`src/rtl/pipe_pkg.sv`:
```
// Shared definitions for the CPU pipeline stage registers.
// Holds the occupancy-state enum, the occupancy width, and the
// per-boundary payload structs that size each pipe_stage_reg instance.
package pipe_pkg;

  // Occupancy of a stage register: no entry, main slot only, main + skid.
  typedef enum logic [1:0] {
    EMPTY = 2'd0,
    ONE   = 2'd1,
    FULL  = 2'd2
  } stage_state_t;

  // Width of the occ output (counts 0..2).
  localparam int OCC_W = 2;

  // IF/ID boundary payload: fetched instruction and its address.
  typedef struct packed {
    logic [31:0] pc;
    logic [31:0] instr;
  } ifid_t;

  // ID/EX boundary payload: decoded operands and control.
  typedef struct packed {
    logic [31:0] pc;
    logic [31:0] rs1_val;
    logic [31:0] rs2_val;
    logic [31:0] imm;
    logic [4:0]  rd;
    logic [3:0]  alu_op;
    logic        alu_src_imm;
    logic        mem_we;
    logic        mem_re;
    logic        reg_we;
  } idex_t;

  // EX/MEM boundary payload: ALU result and memory request.
  typedef struct packed {
    logic [31:0] alu_result;
    logic [31:0] store_data;
    logic [4:0]  rd;
    logic        mem_we;
    logic        mem_re;
    logic        reg_we;
  } exmem_t;

  // MEM/WB boundary payload: value to write back.
  typedef struct packed {
    logic [31:0] wb_data;
    logic [4:0]  rd;
    logic        reg_we;
  } memwb_t;

  // Payload widths used as DATA_W for each boundary instance.
  localparam int IFID_W  = $bits(ifid_t);
  localparam int IDEX_W  = $bits(idex_t);
  localparam int EXMEM_W = $bits(exmem_t);
  localparam int MEMWB_W = $bits(memwb_t);

  // Number of entries held in a given occupancy state.
  function automatic logic [OCC_W-1:0] occ_of(input stage_state_t s);
    logic [OCC_W-1:0] n;
    n = '0;
    case (s)
      EMPTY:   n = 2'd0;
      ONE:     n = 2'd1;
      FULL:    n = 2'd2;
      default: n = 2'd0;
    endcase
    return n;
  endfunction

endpackage

```
`src/rtl/pipe_slot.sv`:
```
// One storage slot of a pipeline stage register: a DATA_W payload
// register with a valid bit. clear wins over load, load wins over drop.
// clear returns the payload to RST_VAL; drop only invalidates, so the
// payload keeps showing the last value that left the slot.
module pipe_slot #(
  parameter int                DATA_W  = 32,
  parameter logic [DATA_W-1:0] RST_VAL = '0
) (
  input  logic              clk,
  input  logic              rst,
  input  logic              clear,
  input  logic              load,
  input  logic              drop,
  input  logic [DATA_W-1:0] load_data,
  output logic              valid,
  output logic [DATA_W-1:0] data
);

  logic              valid_reg;
  logic [DATA_W-1:0] data_reg;

  // Slot state: async reset, then squash, fill, or invalidate.
  always_ff @(posedge clk or posedge rst) begin
    if (rst) begin
      valid_reg <= 1'b0;
      data_reg  <= RST_VAL;
    end else if (clear) begin
      valid_reg <= 1'b0;
      data_reg  <= RST_VAL;
    end else if (load) begin
      valid_reg <= 1'b1;
      data_reg  <= load_data;
    end else if (drop) begin
      valid_reg <= 1'b0;
    end
  end

  assign valid = valid_reg;
  assign data  = data_reg;

endmodule

```
`src/rtl/pipe_stage_reg.sv`:
```
// Valid/ready pipeline stage register carrying an opaque DATA_W payload.
// Main slot M drives the outputs. With PIPE_STAGE_SKID_EN defined a second
// skid slot S absorbs one extra payload so in_ready comes from a flop;
// without it only M exists and in_ready is combinational from out_ready.
// flush squashes both slots to RST_VAL and drops any same-cycle input.
module pipe_stage_reg
  import pipe_pkg::*;
#(
  parameter int                DATA_W  = 32,
  parameter logic [DATA_W-1:0] RST_VAL = '0
) (
  input  logic              CLK,
  input  logic              RST,
  input  logic              flush,
  input  logic              in_valid,
  output logic              in_ready,
  input  logic [DATA_W-1:0] in_data,
  output logic              out_valid,
  input  logic              out_ready,
  output logic [DATA_W-1:0] out_data,
  output logic [OCC_W-1:0]  occ
);

  logic              m_valid;
  logic [DATA_W-1:0] m_data;
  logic              m_load;
  logic              m_drop;
  logic [DATA_W-1:0] m_load_data;
  logic              s_valid;
  logic              in_xfer;
  logic              out_xfer;
  stage_state_t      state;

  assign in_xfer   = in_valid && in_ready;
  assign out_xfer  = m_valid && out_ready;
  assign out_valid = m_valid;
  assign out_data  = m_data;

  // Occupancy state follows directly from the slot valid bits.
  always_comb begin
    state = EMPTY;
    if (s_valid) begin
      state = FULL;
    end else if (m_valid) begin
      state = ONE;
    end
  end

  assign occ = occ_of(state);

  // Main slot: always present, drives the downstream interface.
  pipe_slot #(
    .DATA_W  (DATA_W),
    .RST_VAL (RST_VAL)
  ) u_slot_m (
    .clk       (CLK),
    .rst       (RST),
    .clear     (flush),
    .load      (m_load),
    .drop      (m_drop),
    .load_data (m_load_data),
    .valid     (m_valid),
    .data      (m_data)
  );

`ifdef PIPE_STAGE_SKID_EN

  logic              s_load;
  logic              s_drop;
  logic [DATA_W-1:0] s_data;

  // Ready depends only on the skid flop, never on out_ready.
  assign in_ready = !s_valid;

  // Skid slot: catches the payload that arrives while M is stalled.
  pipe_slot #(
    .DATA_W  (DATA_W),
    .RST_VAL (RST_VAL)
  ) u_slot_s (
    .clk       (CLK),
    .rst       (RST),
    .clear     (flush),
    .load      (s_load),
    .drop      (s_drop),
    .load_data (in_data),
    .valid     (s_valid),
    .data      (s_data)
  );

  // Next-slot control for the two-entry occupancy machine.
  always_comb begin
    m_load      = 1'b0;
    m_drop      = 1'b0;
    m_load_data = in_data;
    s_load      = 1'b0;
    s_drop      = 1'b0;
    if (!flush) begin
      case (state)
        EMPTY: begin
          if (in_xfer) begin
            m_load = 1'b1;
          end
        end
        ONE: begin
          if (in_xfer && out_xfer) begin
            m_load = 1'b1;
          end else if (in_xfer) begin
            s_load = 1'b1;
          end else if (out_xfer) begin
            m_drop = 1'b1;
          end
        end
        FULL: begin
          // in_ready is low here, so only the drain of M can happen.
          if (out_xfer) begin
            m_load      = 1'b1;
            m_load_data = s_data;
            s_drop      = 1'b1;
          end
        end
        default: begin
          m_load = 1'b0;
        end
      endcase
    end
  end

`else

  // Single-slot build: accept whenever M is free or being drained.
  assign s_valid  = 1'b0;
  assign in_ready = out_ready || !m_valid;

  // Next-slot control: a same-cycle in/out transfer simply replaces M.
  always_comb begin
    m_load_data = in_data;
    m_load      = !flush && in_xfer;
    m_drop      = !flush && out_xfer && !in_xfer;
  end

`endif

endmodule

```
`config.mk`:
```
export PLATFORM = sky130hd
export DESIGN_NAME = pipe_stage_reg
export DESIGN_NICKNAME = d
export VERILOG_FILES = /design/src/rtl/pipe_pkg.sv /design/src/rtl/pipe_slot.sv /design/src/rtl/pipe_stage_reg.sv
export SDC_FILE = /design/constraint.sdc
export NUM_CORES = 1
export LEC_CHECK = 0
export ABC_AREA = 1
export CAP_MARGIN = 20
export CORE_AREA = 2 2 65 67
export CTS_BUF_LIST = sky130_fd_sc_hd__clkbuf_4 sky130_fd_sc_hd__clkbuf_8
export CTS_CLUSTER_SIZE = 10
export DETAILED_ROUTE_END_ITERATION = 10
export DIE_AREA = 0 0 67 69
export PLACE_DENSITY = 0.81
export SLEW_MARGIN = 30
export SYNTH_ARGS = -nofsm -noshare
export SYNTH_HDL_FRONTEND = slang
export SYNTH_SLANG_ARGS = --single-unit
export TNS_END_PERCENT = 100
```
`constraint.sdc`:
```
create_clock -name CLK -period 1.4 [get_ports CLK]
set_input_delay 0.28 -clock CLK [delete_from_list [all_inputs] [get_ports CLK]]
set_output_delay 0.28 -clock CLK [all_outputs]
set_load 0.02 [all_outputs]
```
-- After elaboration in Yosys (flattened, before gate mapping)
Cells that the tools add are included.
- multiplexer cells: 7
- equal/unequal tests: 2
- reduce and logical (&&, ||, !) cells: 11
- operators by type and width (kind ; number):
    32-bit 2-to-1 mux ; 2
    1-bit logical AND ; 5
    1-bit 2-to-1 mux ; 4
    2-bit one-hot mux with 2 select lines ; 1
    1-bit logical NOT ; 3
    3-bit nonzero test ; 1
    2-bit by 1-bit equality test with 1-bit output, second input constant ; 1
    2-bit equality test, second input constant ; 1
    2-bit nonzero test ; 1
    1-bit logical OR ; 1
- word-level logic and storage cells: 22
- flip-flop bits (word level): 33

-- Logic depth before layout (Yosys ltp)
Gate-level depths: netlist (run 1).
- depth in word-level cells: 8
- depth in mapped cells: 6
- depth with buffers taken out: 5

-- Hierarchy
From an unflattened synthesis (run 1), not the netlist that was laid out.
- cells, all modules: 159
- area total of the unflattened synthesis: 1401.3 um2
- by module, submodules not included (module ; cells an instance ; seq. area each (um2) ; area each (um2) ; instances):
    pipe_slot ; 146 ; 825.8 ; 1342.5 ; 1
    pipe_stage_reg ; 13 ; 0.0 ; 58.8 ; 1

-- Least setup slack after synthesis (run 1)
Ideal clock, no wire load.
- path kind: reg2out
- start point: reg u_slot_m.valid_reg, in the netlist u_slot_m.valid
- end point: out in_ready
- cell stages (with the launch flop): 3
- buffers on the path: 1
- data arrival time: 824 ps
- slack: 296 ps
- cells stage by stage: dfrtp_1 nand2_4 buf_4
- longest elaborated chain between the ends: 2
- RTL lines (what ; RTL line ; source):
    start, declared ; pipe_slot.sv:19 ; logic valid_reg;
    start signal, assigned ; pipe_slot.sv:25 ; valid_reg <= 1'b0;
    start signal, assigned ; pipe_slot.sv:28 ; valid_reg <= 1'b0;
    start signal, assigned ; pipe_slot.sv:31 ; valid_reg <= 1'b1;
    1-bit logical NOT ; pipe_stage_reg.sv:132 ; assign in_ready = out_ready || !m_valid;
    1-bit logical OR ; pipe_stage_reg.sv:132 ;
    end, declared ; pipe_stage_reg.sv:16 ; output logic in_ready,
No other way between the ends.

-- Final worst setup path (run 1)
- start point: in out_ready
- end point: reg u_slot_m.data_reg[18], in the netlist u_slot_m.data[18]
- longest elaborated chain between the ends: 4
- RTL lines (what ; RTL line ; source):
    start, declared ; pipe_stage_reg.sv:19 ; input logic out_ready,
    1-bit logical OR ; pipe_stage_reg.sv:132 ;
    1-bit logical AND ; pipe_stage_reg.sv:34 ; assign in_xfer = in_valid && in_ready;
    1-bit logical AND ; pipe_stage_reg.sv:137 ; m_load = !flush && in_xfer;
    2-bit nonzero test (no source line) ; - ;
    end signal, assigned ; pipe_slot.sv:32 ; data_reg <= load_data;
    end, declared ; pipe_slot.sv:20 ; logic [DATA_W-1:0] data_reg;
No other way between the ends.
A chain may end at the register's enable or synchronous reset.

==> impl_results.md, run 1 <==
- Status: complete, no violations
- Clock tree buffer depth: 2
- Type of origin of the critical path: input port
- Leading cell types in the layout, fill and taps excluded: clkdlybuf4s50_1 (36), dlygate4sd2_1 (34), dfrtp_1 (33)
- Initial antenna violation count: 0
- CTS tree: yes
- # H-tree levels: 2
- Kind of critical path: in2reg
- Leakage: 0.00125 uW
- Warnings, synthesis: 0
- Clock sink total: 33
- Num ports: 73
- Maximum Capacitance Violations: 0
- Worst R2R End: u_slot_m.data[18]$_DFFE_PP0P_
- Pin count of the biggest net entering global routing: 35
- Post-Place Worst Slack: -0.397 ns
- Fin util: 0.624
- Effective utilization at floorplan: 0.433
- Post-CTS Hold Buffers: 0
- GRT Util Overall: 0.165
- Post-CTS Setup Repair Bufs: 0
- Min Clock Period, post-route: 1.31 ns
- Core area: 3910 sq um
- First-pass GRT wire length: 6040 um
- Nets: 259
- DRC: 0
- P_int: 1670 uW
- First-pass detailed-route iteration total: 4
- Power share of the combinational group: 0.208
- CP Capture Type: flop
- Setup violators final: 0
- Dpl hpwl: 2460 um
- Vias in the first global route: 1317
- Fmax: 0.762 GHz
- Worst Path Max Fanout: 35
- Most common cell after layout, fill and taps aside: clkdlybuf4s50_1
- Port bufs: 71
- Wire per inst: 13.7 um
- Psw: 630 uW
- Reg2Reg Depth: 5
- Final WL: 3730 um
- Max-slew violations: 0
- Critical path capture point: u_slot_m.data[18]$_DFFE_PP0P_
- Max VDD drop: 0.532 mV
- Reg power frac: 0.457
- Period utilization: 0.937
- Cells after synthesis: 155
- Root Buffer: clkbuf_8
- Die Area: 4620 sq um
- Clk_skew: 0.00156 ns
- TritonCTS Buffers: 5
- Cell Area, Synth: 1690 sq um
- Floorplan row count: 23
- Sw Share: 0.274
- Clock share of power: 0.336
- GR Overflow Total: 0
- Data required time of the critical path: 1.57 ns
- RSZ-0062 raised after global routing: no
- First-iteration detailed-routing DRC count: 83
- Final setup margin: 0.0885 ns
- Post-synthesis sequential area ratio: 0.488
- Arrival @ worst endpoint: 1.48 ns
- Seq cells post-synth: 33
- Vias post-DR: 1344
- Die height: 69 um
- Area Overhead vs Synth: 44.3%
- Yosys cell types: 16
- # diodes: 0
- Clock latency on the worst-skew pair: 0.27 ns
- Worst Setup SP: out_ready
- Clock slew at reported path FFs: 0.07 ns
- R2R setup slack: 0.15 ns
- Layout cells sized above 1: 0.224
- Vias per cell: 4.92
- Crit Reg-Reg Startpoint: u_slot_m.valid$_DFFE_PP0P_
- Final ANT Viol Nets: 0
- Mapped Nets: 192
- Max reg flops: 32
- Final RePlAce weighted congestion: 0.723
- Hold WC Path Type: in2async
- Die Width: 67 um
- Syn Area/Cell: 10.9 sq um
- Final Hold Vio Count: 0
- Power per cell area: 941 nW/um^2
stage by stage:
step	setup TNS, ns	instances	instance area [sq um]	total power, uW	hold slack (ns)
2_1_floorplan	0	155	1690	1350	0.343
3_3_place_gp	-11.19	264	2370	1580	0.484
3_5_place_dp	-11.94	264	2370	1590	0.495
4_1_cts	0	272	2430	2320	0.342
5_1_grt	0	273	2440	2410	0.374
6_report	0	273	2440	2300	0.340
cells in the mapped netlist:
library cell  count  area share
a21oi_1           1      0.0030
buf_12            3       0.035
buf_2             2      0.0059
buf_4            10       0.044
buf_6             3       0.020
conb_1            1      0.0022
dfrtp_1          33        0.49
inv_1             2      0.0044
inv_2             1      0.0022
inv_4             1      0.0037
nand2_1          32       0.071
nand2_4           1      0.0067
nand2_8           1       0.012
nand3_1           2      0.0059
nand3_2          30        0.18
nand4_1          32        0.12
power by group through the flow:
stage / combinational (uW) / sequential (uW) / clock [uW]
3_5_place_dp: 517 / 1070 / 0
5_1_grt: 518 / 1060 / 833
4_1_cts: 477 / 1050 / 791
3_3_place_gp: 511 / 1070 / 0
6_report: 478 / 1050 / 771
2_1_floorplan: 216 / 1140 / 0
worst max-delay path, stage by stage:
cell	delay [ns]
clkdlybuf4s50_1	0.47
inv_2	0.04
nand2_4	0.05
buf_8	0.23
nand2_4	0.22
nand3_2	0.12
nand2_1	0.05
logic make-up (layout without fill, tap and decap cells):
kind of cell           count (synthesis)  after routing  synth area share
AOI/OAI and AO/OA                      1              1           0.00295
buffers and inverters                 22             89             0.116
DFF                                   33             33             0.488
other                                  1              1           0.00222
and+or+nand+nor                       98             99             0.391
per-layer routing:
layer,vias up,wire [um],track usage
li1,682,-,-
met1,622,1680,0.214
met2,38,1840,0.271
met3,2,190,0.0506
met4,0,13,0.0340
met5,-,0,0
layout make-up:
type	instances	area (sq um)
clock buffers	7	96.3
clock inverters	1	5.00
fillers	355	1470
inverters	4	17.5
multi-input cells	101	682
flip-flops and latches	33	826
well taps	50	62.6
repair buffers	77	753
worst min path at each step:
stage / end / startpoint / slack, ns
final: u_slot_m.data[12]$_DFFE_PP0P_ / RST / 0.34
after global routing: u_slot_m.data[21]$_DFFE_PP0P_ / RST / 0.37
after CTS: u_slot_m.data[14]$_DFFE_PP0P_ / RST / 0.34
after detailed placement: u_slot_m.data[6]$_DFFE_PP0P_ / u_slot_m.data[6]$_DFFE_PP0P_ / 0.49
after global placement: u_slot_m.data[0]$_DFFE_PP0P_ / u_slot_m.data[0]$_DFFE_PP0P_ / 0.48
after floorplan: u_slot_m.valid$_DFFE_PP0P_ / flush / 0.34
timing repair:
action,CTS,global route
pin swaps,0,1
endpoints found under the setup margin,67,33
resized for setup,38,2
cloned,0,1
(Power assumes the default switching activity.)
==> run 2, diff against run 1 <==
- TNS_END_PERCENT: 100 -> 10
==> results of run 2 <==
No change in the layout: final DEF, timing and power equal those of run 1.
